## src/rtl/define.sv

```systemverilog
// Core-wide ALU operation codes; the memory-op subset drives the load/store unit.
package define_pkg;

  localparam int unsigned ALUCODE_W = 6;

  localparam logic [ALUCODE_W-1:0] ALU_ADD = 6'd1;
  localparam logic [ALUCODE_W-1:0] ALU_LB  = 6'd18;
  localparam logic [ALUCODE_W-1:0] ALU_LH  = 6'd19;
  localparam logic [ALUCODE_W-1:0] ALU_LW  = 6'd20;
  localparam logic [ALUCODE_W-1:0] ALU_LBU = 6'd21;
  localparam logic [ALUCODE_W-1:0] ALU_LHU = 6'd22;
  localparam logic [ALUCODE_W-1:0] ALU_SB  = 6'd23;
  localparam logic [ALUCODE_W-1:0] ALU_SH  = 6'd24;
  localparam logic [ALUCODE_W-1:0] ALU_SW  = 6'd25;

endpackage

```

## src/rtl/lsu_pkg.sv

```systemverilog
// Load/store unit types and access-classification helpers.
package lsu_pkg;
  import define_pkg::*;

  localparam int unsigned XLEN = 32;

  typedef enum logic [1:0] {
    ST_IDLE = 2'd0,
    ST_MEM  = 2'd1,
    ST_RESP = 2'd2
  } lsu_state_t;

  function automatic logic is_load(input logic [ALUCODE_W-1:0] op);
    return (op == ALU_LB) || (op == ALU_LH) || (op == ALU_LW) ||
           (op == ALU_LBU) || (op == ALU_LHU);
  endfunction

  function automatic logic is_store(input logic [ALUCODE_W-1:0] op);
    return (op == ALU_SB) || (op == ALU_SH) || (op == ALU_SW);
  endfunction

  // Halfword ops need addr[0]==0, word ops need addr[1:0]==0; bytes always fit.
  function automatic logic is_misaligned(input logic [ALUCODE_W-1:0] op,
                                         input logic [1:0] lo);
    logic half_op;
    logic word_op;
    half_op = (op == ALU_LH) || (op == ALU_LHU) || (op == ALU_SH);
    word_op = (op == ALU_LW) || (op == ALU_SW);
    return (half_op && lo[0]) || (word_op && (lo != 2'b00));
  endfunction

endpackage

```

## src/rtl/lsu_align.sv

```systemverilog
// Byte-lane steering for stores and lane extraction/extension for loads.
module lsu_align
  import define_pkg::*;
  import lsu_pkg::*;
(
  input  logic [5:0]  alucode,
  input  logic [1:0]  addr_lo,
  input  logic [31:0] store_data,
  input  logic [31:0] rdata,
  output logic [3:0]  be,
  output logic [31:0] wdata,
  output logic [31:0] load_data
);

  logic [31:0] w_shifted;

  assign w_shifted = rdata >> {addr_lo, 3'b000};

  // Store byte enables and replicated write data.
  always_comb begin
    be    = 4'b1111;
    wdata = store_data;
    if (alucode == ALU_SB) begin
      be    = 4'b0001 << addr_lo;
      wdata = {4{store_data[7:0]}};
    end else if (alucode == ALU_SH) begin
      be    = 4'b0011 << addr_lo;
      wdata = {2{store_data[15:0]}};
    end
  end

  // Load lane select with sign or zero extension.
  always_comb begin
    load_data = rdata;
    case (alucode)
      ALU_LB:  load_data = {{24{w_shifted[7]}}, w_shifted[7:0]};
      ALU_LBU: load_data = {24'd0, w_shifted[7:0]};
      ALU_LH:  load_data = {{16{w_shifted[15]}}, w_shifted[15:0]};
      ALU_LHU: load_data = {16'd0, w_shifted[15:0]};
      default: load_data = rdata;
    endcase
  end

endmodule

```

## src/rtl/lsu.sv

```systemverilog
// Single-outstanding load/store unit between execute and writeback.
module lsu
  import define_pkg::*;
  import lsu_pkg::*;
(
  input  logic        clk,
  input  logic        rst,
  input  logic        req_valid,
  output logic        req_ready,
  input  logic [5:0]  alucode,
  input  logic [31:0] addr,
  input  logic [31:0] store_data,
  input  logic [4:0]  rd_in,
  output logic        mem_req,
  output logic        mem_we,
  output logic [31:0] mem_addr,
  output logic [3:0]  mem_be,
  output logic [31:0] mem_wdata,
  input  logic        mem_ack,
  input  logic [31:0] mem_rdata,
  output logic        resp_valid,
  output logic        resp_wb,
  output logic [4:0]  resp_rd,
  output logic [31:0] resp_data,
  output logic        misaligned
);

  lsu_state_t  r_state;
  logic        r_req_ready;
  logic        r_mem_req;
  logic        r_mem_we;
  logic [31:0] r_mem_addr;
  logic [3:0]  r_mem_be;
  logic [31:0] r_mem_wdata;
  logic        r_resp_valid;
  logic        r_resp_wb;
  logic [4:0]  r_resp_rd;
  logic [31:0] r_resp_data;
  logic        r_misaligned;
  logic [5:0]  r_op;
  logic [1:0]  r_lo;

  logic [5:0]  w_op;
  logic [1:0]  w_lo;
  logic [3:0]  w_be;
  logic [31:0] w_wdata;
  logic [31:0] w_load_data;
  logic        w_accept;

  // Steering uses live request fields in IDLE and the held op while waiting on memory.
  assign w_op     = (r_state == ST_IDLE) ? alucode : r_op;
  assign w_lo     = (r_state == ST_IDLE) ? addr[1:0] : r_lo;
  assign w_accept = req_valid && r_req_ready;

  lsu_align u_align (
    .alucode    (w_op),
    .addr_lo    (w_lo),
    .store_data (store_data),
    .rdata      (mem_rdata),
    .be         (w_be),
    .wdata      (w_wdata),
    .load_data  (w_load_data)
  );

  // Request/response sequencing: IDLE -> MEM -> RESP, or IDLE -> RESP when misaligned.
  always_ff @(posedge clk) begin
    if (rst) begin
      r_state      <= ST_IDLE;
      r_req_ready  <= 1'b1;
      r_mem_req    <= 1'b0;
      r_mem_we     <= 1'b0;
      r_mem_addr   <= '0;
      r_mem_be     <= '0;
      r_mem_wdata  <= '0;
      r_resp_valid <= 1'b0;
      r_resp_wb    <= 1'b0;
      r_resp_rd    <= '0;
      r_resp_data  <= '0;
      r_misaligned <= 1'b0;
      r_op         <= '0;
      r_lo         <= '0;
    end else begin
      case (r_state)
        ST_IDLE: begin
          if (w_accept && (is_load(alucode) || is_store(alucode))) begin
            r_req_ready <= 1'b0;
            r_resp_rd   <= rd_in;
            if (is_misaligned(alucode, addr[1:0])) begin
              r_state      <= ST_RESP;
              r_resp_valid <= 1'b1;
              r_resp_wb    <= 1'b0;
              r_resp_data  <= '0;
              r_misaligned <= 1'b1;
            end else begin
              r_state     <= ST_MEM;
              r_mem_req   <= 1'b1;
              r_mem_we    <= is_store(alucode);
              r_mem_addr  <= {addr[31:2], 2'b00};
              r_mem_be    <= w_be;
              r_mem_wdata <= w_wdata;
              r_op        <= alucode;
              r_lo        <= addr[1:0];
            end
          end
        end
        ST_MEM: begin
          if (mem_ack) begin
            r_state      <= ST_RESP;
            r_mem_req    <= 1'b0;
            r_resp_valid <= 1'b1;
            r_resp_wb    <= is_load(r_op);
            r_resp_data  <= is_load(r_op) ? w_load_data : 32'd0;
            r_misaligned <= 1'b0;
          end
        end
        default: begin
          r_state      <= ST_IDLE;
          r_req_ready  <= 1'b1;
          r_resp_valid <= 1'b0;
          r_resp_wb    <= 1'b0;
          r_misaligned <= 1'b0;
        end
      endcase
    end
  end

  assign req_ready  = r_req_ready;
  assign mem_req    = r_mem_req;
  assign mem_we     = r_mem_we;
  assign mem_addr   = r_mem_addr;
  assign mem_be     = r_mem_be;
  assign mem_wdata  = r_mem_wdata;
  assign resp_valid = r_resp_valid;
  assign resp_wb    = r_resp_wb;
  assign resp_rd    = r_resp_rd;
  assign resp_data  = r_resp_data;
  assign misaligned = r_misaligned;

endmodule

```

## config.mk

```make
export PLATFORM = sky130hd
export DESIGN_NAME = lsu
export DESIGN_NICKNAME = d
export VERILOG_FILES = /design/src/rtl/define.sv /design/src/rtl/lsu_pkg.sv /design/src/rtl/lsu_align.sv /design/src/rtl/lsu.sv
export SDC_FILE = /design/constraint.sdc
export NUM_CORES = 1
export LEC_CHECK = 0
export BUFFER_PORTS_ARGS = -buffer_cell sky130_fd_sc_hd__buf_4
export CAP_MARGIN = 40
export CORE_ASPECT_RATIO = 1.1
export CORE_MARGIN = 8
export CORE_UTILIZATION = 56
export CTS_BUF_LIST = sky130_fd_sc_hd__clkbuf_8
export CTS_CLUSTER_SIZE = 28
export DETAILED_ROUTE_END_ITERATION = 8
export GPL_ROUTABILITY_DRIVEN = 0
export PLACE_DENSITY_LB_ADDON = 0.05
export SYNTH_ARGS = -nofsm -noshare
export SYNTH_HDL_FRONTEND = slang
export SYNTH_HIERARCHICAL = 1
export SYNTH_SLANG_ARGS = --single-unit
```

## constraint.sdc

```tcl
create_clock -name clk -period 6 [get_ports clk]
set_clock_uncertainty 0.1 [all_clocks]
set_input_delay 0.3 -clock clk [delete_from_list [all_inputs] [get_ports clk]]
set_output_delay 0.3 -clock clk [all_outputs]
set_load 0.005 [all_outputs]
```

-- Word-level counts from Yosys, hierarchy flattened
Index checks and enable logic that the tools add are counted.
- eq/ne operators: 24
- shift operators: 3
- mux-type cells: 31
- bitwise gates (word level): 2
- reduce and logical (&&, ||, !) cells: 29
- operators by type and width (operator ; count):
    32-bit 2-to-1 mux ; 6
    32-bit one-hot mux with 4 select lines ; 1
    6-bit by 5-bit == test with 1-bit output, second input constant ; 19
    32-bit one-hot mux with 2 select lines ; 1
    32-bit by 5-bit >> shifter with 16-bit output ; 1
    1-bit logical OR ; 15
    1-bit 2-to-1 mux ; 10
    1-bit one-hot mux with 2 select lines ; 5
    2-bit 2-to-1 mux ; 4
    4-bit 2-to-1 mux ; 2
    4-bit AND reduction ; 2
    6-bit 2-to-1 mux ; 1
    2-bit AND reduction ; 3
    3-bit AND reduction ; 2
    1-bit logical AND ; 4
    2-bit by 1-bit inequality test with 1-bit output, second input constant ; 2
    2-bit inequality test, second input constant ; 2
    2-bit one-hot mux with 2 select lines ; 1
    2-bit nonzero test ; 2
    1-bit by 2-bit << shifter with 4-bit output, first input constant ; 1
    2-bit by 2-bit << shifter with 4-bit output, first input constant ; 1
    2-bit by 1-bit == test with 1-bit output, second input constant ; 1
    2-bit logical NOT ; 1
    1-bit NOT ; 2
- register bits: 119
- input port bits: 111
- output and inout bits: 111

-- Longest topological paths before layout
Gate-level depths: netlist of run 1.
- depth in word-level cells: 9
- mapped depth: 10
- gate-level depth less buffers: 7

-- Modules after synthesis
The synthesis of run 1 kept the hierarchy.
- by module, submodules not included (module ; instances ; cells an instance ; area each (µm²) ; seq. area each (µm²)):
    lsu ; 1 ; 566 ; 4808.4 ; 2382.3
    lsu_align ; 1 ; 162 ; 1418.9 ; 0.0

-- Least setup slack after synthesis of run 1
OpenSTA, ideal clock, no wires.
- kind: flip-flop to flip-flop
- start: reg r_state[1]
- end: reg r_mem_wdata[16], in the netlist mem_wdata[16]
- library setup time: 0.132 ns
- arrival time: 2.857 ns
- setup slack: 2.911 ns
- stages on the path, launching flop included: 11
- clock period less this slack: 3.089 ns
- cell sequence: dfxtp_1 -> clkbuf_1 -> nor2_1 -> mux2_2 -> buf_6 -> or4b_1 -> buf_2 -> a21oi_4 -> mux2_2 -> nand3_1 -> a21oi_1
- word-level cells in the longest chain between the ends: 5
- elaborated cells on any way between the ends: 7
- classes of those cells: eq/ne (2); mux (3); reduce/logical (2)
- RTL lines (element ; line ; source):
    start, declared ; lsu.sv:28 ; lsu_state_t r_state;
    start signal, assigned ; lsu.sv:68 ; r_state <= ST_IDLE;
    start signal, assigned ; lsu.sv:89 ; r_state <= ST_RESP;
    start signal, assigned ; lsu.sv:95 ; r_state <= ST_MEM;
    2-bit logical NOT * ; lsu.sv:51 ; assign w_op = (r_state == ST_IDLE) ? alucode : r_op;
    6-bit 2-to-1 mux * ; lsu.sv:51 ;
    net w_op[2] ; lsu.sv:43 ; logic [5:0] w_op;
    6-bit by 5-bit == test with 1-bit output ; lsu_align.sv:26 ; end else if (alucode == ALU_SH) begin
    32-bit 2-to-1 mux ; lsu_align.sv:26 ;
    32-bit 2-to-1 mux * ; lsu_align.sv:23 ; if (alucode == ALU_SB) begin
    net w_wdata[16] ; lsu.sv:46 ; logic [31:0] w_wdata;
    end signal, assigned ; lsu.sv:100 ; r_mem_wdata <= w_wdata;
    end, declared ; lsu.sv:34 ; logic [31:0] r_mem_wdata;
The timed path passes the listed nets; every way through them passes the cells marked *.
A chain may end at the register's enable or synchronous reset.

-- Worst setup path in the final report of run 1
- start: reg r_state[1]
- end: reg r_resp_data[14], in the netlist resp_data[14]
- word-level cells in the longest chain between the ends: 7
- elaborated cells on any way between the ends: 18
- classes of those cells: eq/ne (8); shift (1); mux (6); reduce/logical (3)
- RTL lines (element ; line ; source):
    2-bit logical NOT * ; lsu.sv:51 ;
    6-bit 2-to-1 mux * ; lsu.sv:51 ;
    net w_op[3] ; lsu.sv:43 ;
    6-bit by 5-bit == test with 1-bit output ; lsu_align.sv:35 ; case (alucode)
    32-bit one-hot mux with 4 select lines * ; lsu_align.sv:35 ;
    net w_load_data[14] ; lsu.sv:47 ; logic [31:0] w_load_data;
    32-bit 2-to-1 mux * ; lsu.sv:112 ; r_resp_data <= is_load(r_op) ? w_load_data : 32'd0;
    32-bit 2-to-1 mux * ; lsu.sv:107 ; if (mem_ack) begin
    32-bit one-hot mux with 2 select lines * ; lsu.sv:83 ; case (r_state)
    end signal, assigned ; lsu.sv:112 ;
    end, declared ; lsu.sv:38 ; logic [31:0] r_resp_data;
The timed path passes the listed nets; every way through them passes the cells marked *. The select of a mux whose other input is x is not followed.

==> results of run 1 <==
## flip-flops by register name, summed over array words and instances, names as in the netlist
name	cells
resp_wb	1
r_state	2
resp_rd	5
mem_we	1
mem_wdata	32
resp_data	32
req_ready	1
r_lo	2
resp_valid	1
mem_be	4
misaligned	1
mem_addr	30
r_op	6
mem_req	1
## placed cells by master, fill, tap and decap left out, types with 5 or more instances in the layout
cell,instances
nand3b_1,34
nand2_1,47
nor2_1,6
mux2_2,32
o21ai_0,108
a31oi_1,8
nand3_1,80
clkinv_2,5
a21oi_1,80
clkbuf_8,19
o2bb2ai_1,23
dlygate4sd3_1,7
clkinvlp_4,6
inv_1,7
nor3_1,9
nand2b_1,5
buf_4,224
dfxtp_1,119
a221o_1,8
o21ai_1,7
mux4_2,8
mux2i_1,7
## worst reg2reg max path, delay by kind of cell (launching register included)
kind | cells | cell delay, ps
AND/OR/NAND/NOR | 4 | 2240
multiplexers | 1 | 470
flip-flops | 1 | 460
AO/OA/AOI/OAI | 2 | 340
## through the flow
stage	power [mW]	std cells	hold slack [ps]	utilization, %	setup slack, ps
finish	1.855	1063	27.40	75.75	2312
global route	1.927	1063	5.262	75.75	2080
CTS	1.862	1062	1.773	75.73	2414
detailed placement	1.147	1023	348.5	71.47	2454
global placement	1.132	1019	339.3	70.94	2403
floorplan	1.026	729	340.5	-	2911
## logic make-up (layout without fill, tap and decap cells)
logic type,count (synthesis),count (layout),share of synthesized area [%]
simple gates,205,205,18.24
mux,48,48,9.986
compound gates,262,262,25.50
other cells,1,3,0.06022
xor+xnor,1,1,0.1407
buf+inv,88,274,7.012
fa+ha+maj,4,4,0.8037
flops,119,119,38.26
## area by class of cell
cell class	instances	area, sq um	area share (%)
clock inverter	13	130.1	1.582
tap	147	183.9	2.236
inverter	8	30.03	0.3650
multi-input combinational	522	3435	41.75
antenna	1	2.502	0.03042
sequential	119	2382	28.96
timing repair buffer	234	1802	21.90
clock buffer	19	261.5	3.179
## layer usage
layer	part of all wire (%)	GRT usage, %	up-vias	wire, um
li1	-	-	3016	-
met3	10	10.01	53	2139
met2	49	44.04	310	10190
met1	37	31.74	3082	7771
met5	0	0	-	0
met4	3.2	13.05	0	673
## power breakdown
| group | total, mW | leakage (nW) | switching (mW) | internal [mW] |
|---|---|---|---|---|
| clock | 0.714 | 0.185 | 0.329 | 0.386 |
| sequential | 0.815 | 0.961 | 0.0106 | 0.804 |
| combinational | 0.326 | 2.01 | 0.170 | 0.156 |
| total | 1.85 | 3.16 | 0.509 | 1.35 |
## worst min-delay path by stage
stage | end | slack [ps] | cells after the start
final | mem_addr[20] | 30 | 3
after global routing | mem_addr[14] | 5 | 3
after CTS | mem_addr[12] | 2 | 3
after detailed placement | resp_rd[4] | 350 | 2
after global placement | resp_rd[1] | 340 | 2
after floorplan | resp_rd[0] | 340 | 2
==> impl_metrics.toml, run 1 <==
[status]
status = "finished, final reports clean"

[synthesis]
ys_seq_elements = 119
synth-seq-area-share_pct = 38.26
synth_most_common_cell = "dfxtp_1"
netlist_area_sq_mm = 0.006227
yosysWarnings = 6
async_reset_ff_share_pct = 0
yosys.area.top_type = "dfxtp_1"
synth_top_area_share_pct = 38.26
syn_inst = 728
synth_cell_types = 67
synth.area.top_cells = "dfxtp_1 38%, o21ai_0 8.7%, a21oi_1 6.4%"
ys.flop_type = "dfxtp_1"
avgSynthCellArea_sq_um = 8.554
synth-edff-count = 0
synth_common_cells = "119 x dfxtp_1, 108 x o21ai_0, 80 x a21oi_1, 80 x nand3_1, 48 x clkbuf_1"

[timing]
fmax_mhz = 271.2
setup-tns-final_ps = 0
setup_violations = 0
drv_slew = 0
worstMarginPinSlew_ps = 901.4
max_slew_margin_pct = 39.91
final-hold-violation-count = 0
rsz0062_at_grt = "false"
period_needed_ps = 3688
finalCritPeriodShare_pct = 61.46

[route]
dr.pass1.iters = 5
drt_wl_total_mm = 20.77
drc_errors = 0
via_count = 6461
drt_iter0_drc = 716
ant_nets = 0
wl_per_cell_um = 19.54
vias_per_cell = 6.078

[critical_path]
reg2reg_depth = 7
startpoint = "r_state[1]"
crit_family = "simple AND/OR/NAND/NOR gates"
rr_endpoint = "resp_data[14]"
rrSetupSlack_ps = 2310
startpoint_type = "flip-flop"
r2r-start = "r_state[1]"
required_ps = 6260
end_kind = "flip-flop"
crit_type = "reg2reg"
worst-path-stages = 7
cp_cell_sequence = "nor2_1 > mux2_2 > nand4bb_1 > nor4b_2 > a221o_1 > nand3b_1 > o21ai_0"
cp_max_fo = 13
max_stage_delay_ps = 870
crit_slowest_cell = "nor4b_2"
crit_arrival_ps = 3940
worstSetupEndpoint = "resp_data[14]"
crit_buf_inv = 0

[clock_network]
cts_root_buf = "clkbuf_8"
hold_buffers = 7
tritoncts = "yes"
numCtsBuffers = 17
post_cts_buffers = 0
cts_resized = 0
clk_latency_ps = 430
htree_levels = 4
clk_path_buf_depth = 2
clk_pin_slew_ps = 70
cts_sinks = 119

[grt]
first_global_vias = 6321
grt-ovfl-total = 0
grt_usage_pct = 27.48
antenna_found_initial = 1
grt_start_max_net_pins = 84
grt_pass1_wl_mm = 32.51

[pwr]
power_density_mw_per_mm2 = 225.5
p_leak_nw = 3.156
peakVddDrop_uv = 156.2

[place]
placed_area_sq_mm = 0.007762
dp_hpwl_mm = 14.45
numPortBuffers = 219

[floorplanning]
ioPinCount = 222
initial_core_util_pct = 57.34
row_count = 40
die_y_um = 126.6
core_sq_mm = 0.01086
die_w_um = 116.5
die_area_sq_mm = 0.01475

[job]
maxCapViolCount = 0

[hold_path]
hp-class = "in2reg"
hp-start = "addr[20]"

[final_layout]
final_area_sq_mm = 0.008227
drive_above_1_share_pct = 34.54
fillers = 835
layout.nets = 1017
area_growth_syn_to_layout_pct = 32.11
Power figures use the tool's default switching activity.
==> run 2, diff against run 1 <==
--- a/config.mk
+++ b/config.mk
@@ -5,11 +5,12 @@
 export SDC_FILE = /design/constraint.sdc
 export NUM_CORES = 1
 export LEC_CHECK = 0
+export ABC_AREA = 1
 export BUFFER_PORTS_ARGS = -buffer_cell sky130_fd_sc_hd__buf_4
 export CAP_MARGIN = 40
 export CORE_ASPECT_RATIO = 1.1
 export CORE_MARGIN = 8
-export CORE_UTILIZATION = 56
+export CORE_UTILIZATION = 48
 export CTS_BUF_LIST = sky130_fd_sc_hd__clkbuf_8
 export CTS_CLUSTER_SIZE = 28
 export DETAILED_ROUTE_END_ITERATION = 8
==> constraint.sdc (replaced) <==
create_clock -name clk -period 3 [get_ports clk]
set_clock_uncertainty 0.1 [all_clocks]
set_input_delay 0.15 -clock clk [delete_from_list [all_inputs] [get_ports clk]]
set_output_delay 0.15 -clock clk [all_outputs]
set_load 0.005 [all_outputs]
==> run 2 against run 1 <==
  * Setup slack worse by 2000 ps
  * Fmax is 39% higher
  * Combinational power is 120% higher
  * Critical path depth grew 7
  * Register-to-register slack worse by 2000 ps
  * Clock-buffer cell count decreased by 1
==> impl_metrics.toml, run 2 <==
[clock_network]
clk_latency_ps = 430
htree_levels = 4
cts_sinks = 119
cts_root_buf = "clkbuf_8"
tritoncts = "yes"
numCtsBuffers = 17
clk_path_buf_depth = 2
clk_pin_slew_ps = 80
post_cts_buffers = 0

[critical_path]
cp_cell_sequence = "nor2_2 > inv_1 > o21ai_0 > nor2_2 > nand3_4 > nand2_8 > nor2_8 > buf_4 > nand2_2 > nand2_1 > nand3_1 > nand3_1 > nand2_1 > nor2_1"
startpoint = "r_state[0]"
crit_family = "simple AND/OR/NAND/NOR gates"
r2r-start = "r_state[0]"
crit_type = "reg2reg"
startpoint_type = "flip-flop"
cp_max_fo = 12
end_kind = "flip-flop"
crit_slowest_cell = "o21ai_0"
crit_buf_inv = 2
crit_arrival_ps = 2920
max_stage_delay_ps = 490
required_ps = 3270

[timing]
fmax_mhz = 376.6
setup-tns-final_ps = 0
period_needed_ps = 2656
final-hold-violation-count = 0
finalCritPeriodShare_pct = 88.52
max_slew_margin_pct = 48.53
fin_hold_ws_ps = 31.50
setup_violations = 0
drv_slew = 0
rsz0062_at_grt = "false"
worstMarginPinSlew_ps = 772.0

[job]
maxCapViolCount = 0

[place]
numPortBuffers = 219
dp_hpwl_mm = 14.32

[pwr]
peakVddDrop_uv = 363.9
power_density_mw_per_mm2 = 428.2
power_mw = 4.010
p_leak_nw = 4.835

[route]
drc_errors = 0
ant_nets = 0
via_count = 7276
drt_iter0_drc = 461
drt_wl_total_mm = 21.36
dr.pass1.iters = 5
wl_per_cell_um = 14.33
vias_per_cell = 4.880

[synthesis]
synthAdderAreaFrac_pct = 0.7477
synth_most_common_cell = "nand2_1"
synth_cell_types = 33
syn_inst = 1030
avgSynthCellArea_sq_um = 6.499
synth_top_area_share_pct = 35.59
yosys.area.top_type = "dfxtp_1"
async_reset_ff_share_pct = 0
synth_compound_area_share_pct = 10.77
ys_seq_elements = 119
synth-seq-area-share_pct = 35.59
synth_top_family_by_area = "simple AND/OR/NAND/NOR gates"
synth-edff-count = 0
synth_xor_xnor_area_share_pct = 0
ys.flop_type = "dfxtp_1"
muxShareOfSynthArea_pct = 0
synth-simple-area-share_pct = 40.58
netlist_area_sq_mm = 0.006694
yosysWarnings = 6
synth.area.top_cells = "dfxtp_1 36%, nand2_1 14%, nor2_1 13%"
synth_common_cells = "245 x nand2_1, 232 x nor2_1, 119 x dfxtp_1, 96 x o21ai_0, 87 x nand3_1"

[hold_path]
hp-start = "store_data[25]"
hp-class = "in2reg"

[grt]
antenna_found_initial = 1
grt_usage_pct = 23.30
grt_start_max_net_pins = 113
first_global_vias = 7075
grt_pass1_wl_mm = 34.17
grt-ovfl-total = 0

[final_layout]
fillers = 1271
area_growth_syn_to_layout_pct = 39.93
layout.nets = 1403
final_common_cell = "nand2_1"
register_area_sq_mm = 0.002382
drive_above_1_share_pct = 26.29
multiInputGateArea_sq_mm = 0.003505
layout_common_cells = "245 x nand2_1, 236 x buf_4, 232 x nor2_1"

[floorplanning]
die_y_um = 139.9
row_count = 45
core_sq_mm = 0.01374
die_w_um = 128.6
ioPinCount = 222
die_area_sq_mm = 0.01798
initial_core_util_pct = 48.72

[status]
status = "finished, final reports clean"
## run 2: cell types whose count changed after synthesis, sizes merged, moves of 18 or more
cell	before	now
buf	32	50
a21oi	82	31
inv	7	76
nor2	7	242
nand3b	34	0
o2bb2ai	23	0
nand2	47	281
mux2	33	0
clkbuf	48	20
## run 2: path summary, 6_finish.rpt
check	to	slack, ps	cells past startpoint
worst max-delay path	resp_data[10]	340	14
worst min-delay path	mem_wdata[25]	30	7
worst max register to register	resp_data[10]	340	14
worst min register to register	resp_rd[1]	350	2
## run 2: worst min-delay path, cell delays in order
cell     delay [ps]
buf_4            80
inv_1            30
nand2_1          50
nand2_1          50
nand2_1          50
nor2_1           40
nor2_1           80
## run 2: report_power, final
group / switching (mW) / internal, mW / total (mW)
sequential: 0.0276 / 1.63 / 1.66
combinational: 0.366 / 0.337 / 0.704
clock: 0.710 / 0.937 / 1.65
total: 1.10 / 2.91 / 4.01
## run 2: metal layers
layer | global-route usage, % | up-vias | wire [um]
met3 | 7.528 | 30 | 1619
met4 | 9.040 | 0 | 475
li1 | - | 3735 | -
met2 | 40.62 | 223 | 10710
met1 | 25.54 | 3288 | 8552
met5 | 0 | - | 0
## run 2: logic make-up (layout without fill, tap and decap cells)
logic type                 Yosys count  in the layout
and+or+nand+nor                    620            620
buffers and inverters              146            416
AOI/OAI and AO/OA                  140            140
DFF                                119            119
adders and majority gates            4              4
other                                1              4
## run 2: area by class of cell
class	count	share of cell area, %
Sequential cell	119	25.43
Clock buffer	18	2.645
Clock inverter	14	2.097
Tap cell	188	2.511
Antenna cell	2	0.05343
Multi-Input combinational cell	766	37.42
Timing Repair Buffer	308	26.72
Inverter	76	3.126
## run 2: through the flow
step                      utilization [%]  setup WS (ps)  area, sq um  instances
after floorplan                         -          404.5         6698       1031
after global placement              59.74          435.1         8207       1386
after detailed placement            59.74          348.7         8207       1386
after CTS                           68.14          328.5         9361       1489
after global routing                68.16          51.21         9364       1490
final                               68.18          344.5         9366       1491
## run 2: repair_timing
action | in CTS | in global routing
resized for setup | 0 | 0
hold buffers | 71 | 0
hold endpoints to repair | 79 | 0
==> run 3, diff against run 2 <==
--- a/config.mk
+++ b/config.mk
@@ -8,9 +8,11 @@
 export ABC_AREA = 1
 export BUFFER_PORTS_ARGS = -buffer_cell sky130_fd_sc_hd__buf_4
 export CAP_MARGIN = 40
+export CELL_PAD_IN_SITES_DETAIL_PLACEMENT = 2
+export CELL_PAD_IN_SITES_GLOBAL_PLACEMENT = 2
 export CORE_ASPECT_RATIO = 1.1
 export CORE_MARGIN = 8
-export CORE_UTILIZATION = 48
+export CORE_UTILIZATION = 24
 export CTS_BUF_LIST = sky130_fd_sc_hd__clkbuf_8
 export CTS_CLUSTER_SIZE = 28
 export DETAILED_ROUTE_END_ITERATION = 8
==> run 3 against run 2 <==
  * Clock power rose by 3%
  * Critical path depth did not move
  * Core utilization fell by 33 points
  * Clock-buffer cell count did not move
  * Sequential power barely moved
  * Fmax fell by 1.5%
  * First-iteration DRC count fell by 61%
  * Hold slack improved by 7.9 ps
  * Setup slack got worse by 40 ps
==> impl_metrics.toml, run 3 (synthesized netlist as in run 2, its figures left out) <==
[status]
status = "finished, final reports clean"

[critical_path]
reg2reg_depth = 14
rrSetupSlack_ps = 300
startpoint_type = "flip-flop"
crit_arrival_ps = 2970
cp_max_fo = 16
required_ps = 3280
crit_type = "reg2reg"
end_kind = "flip-flop"

[clock_network]
numCtsBuffers = 17
cts_resized = 0
htree_levels = 4
tritoncts = "yes"
cts_root_buf = "clkbuf_8"
clk_path_buf_depth = 2
clk_latency_ps = 440
clk_pin_slew_ps = 80
cts_sinks = 119

[pwr]
power_mw = 4.101
power_density_mw_per_mm2 = 425.4
p_leak_nw = 4.871
peakVddDrop_uv = 239.9

[grt]
use_met1_pct = 18.52
grt_usage_pct = 16.95
first_global_vias = 8436
met3_usage_pct = 5.887
grt-ovfl-total = 0
grt_start_max_net_pins = 81
busiest_layer = "met2"
grt_pass1_wl_mm = 45.46
grt_util_met2_pct = 30.73
antenna_found_initial = 1

[route]
drc_errors = 0
ant_nets = 0
drt_iter0_drc = 182
drt_wl_total_mm = 28.70
dr.pass1.iters = 4
vias_per_cell = 4.488
wl_per_cell_um = 17.16
via_count = 7504

[timing]
rsz0062_at_grt = "false"
fmax_mhz = 371.0
finalCritPeriodShare_pct = 89.85
worstMarginPinSlew_ps = 816.4
drv_slew = 0
setup-tns-final_ps = 0
max_slew_margin_pct = 45.40
final-hold-violation-count = 0
period_needed_ps = 2695
setup_violations = 0

[hold_path]
holdPathStages = 7
hp-class = "in2reg"

[final_layout]
layout_common_cells = "245 x nand2_1, 241 x buf_4, 232 x nor2_1"
layout.nets = 1410
final_common_cell = "nand2_1"
area_growth_syn_to_layout_pct = 44.04
drive_above_1_share_pct = 26.76
final_area_sq_mm = 0.009642

[floorplanning]
row_count = 64
die_w_um = 175.2
core_sq_mm = 0.02763
die_area_sq_mm = 0.03350
ioPinCount = 222
die_y_um = 191.2
initial_core_util_pct = 24.23

[place]
placed_area_sq_mm = 0.008463
numPortBuffers = 219
dp_hpwl_mm = 20.17

[job]
maxCapViolCount = 0
-- run 3: stage by stage --
step	utilization, %	hold slack, ps	worst slack, ps	instances
after floorplan	-	184.9	404.5	1031
after global placement	30.63	270.5	249.9	1566
after detailed placement	30.63	279.5	205.8	1566
after CTS	34.78	9.212	110.6	1669
after global routing	34.90	43.74	55.80	1672
final	34.90	39.41	304.6	1672
-- run 3: cell type report --
cell class / instances / area, sq um
clock inverter: 14 / 186.4
inverter: 76 / 292.8
multi-input combinational: 767 / 3516
tap: 363 / 454.2
timing repair buffer: 314 / 2560
clock buffer: 18 / 247.7
fill: 3335 / 17980
sequential: 119 / 2382
antenna: 1 / 2.502
-- run 3: worst max-delay path, cell delays in order (launching register included) --
cell	delay, ps
dfxtp_1	340
nor2_2	110
inv_1	70
buf_4	170
o21ai_0	360
nor2_2	130
nand3_4	180
nand2_2	150
nor2_4	520
nand2_1	100
nand2_1	90
nand3_1	70
nand3_1	90
nand2_1	60
nor2_1	100
-- run 3: worst paths after layout --
kind | start | end
max | r_state[1] | resp_data[7]
min | store_data[24] | mem_wdata[24]
max reg2reg | r_state[1] | resp_data[7]
min reg2reg | resp_rd[0] | resp_rd[0]
-- run 3: metal layers --
layer | vias up | share of wire (%) | wire, um
met5 | - | 0 | 0
met4 | 0 | 1.3 | 376
met3 | 20 | 6.7 | 1909
met2 | 140 | 50 | 14460
met1 | 3604 | 42 | 11950
li1 | 3740 | - | -
-- run 3: timing repair --
| action | CTS | global route |
|---|---|---|
| setup endpoints to repair | 0 | 8 |
| setup buffers | 0 | 1 |
| hold buffers | 71 | 0 |
| hold endpoints to repair | 78 | 0 |
-- run 3: report_power, final --
part,total (mW),internal [mW],switching [mW]
logic,0.746,0.344,0.402
clock network,1.70,0.870,0.826
registers,1.66,1.63,0.0284
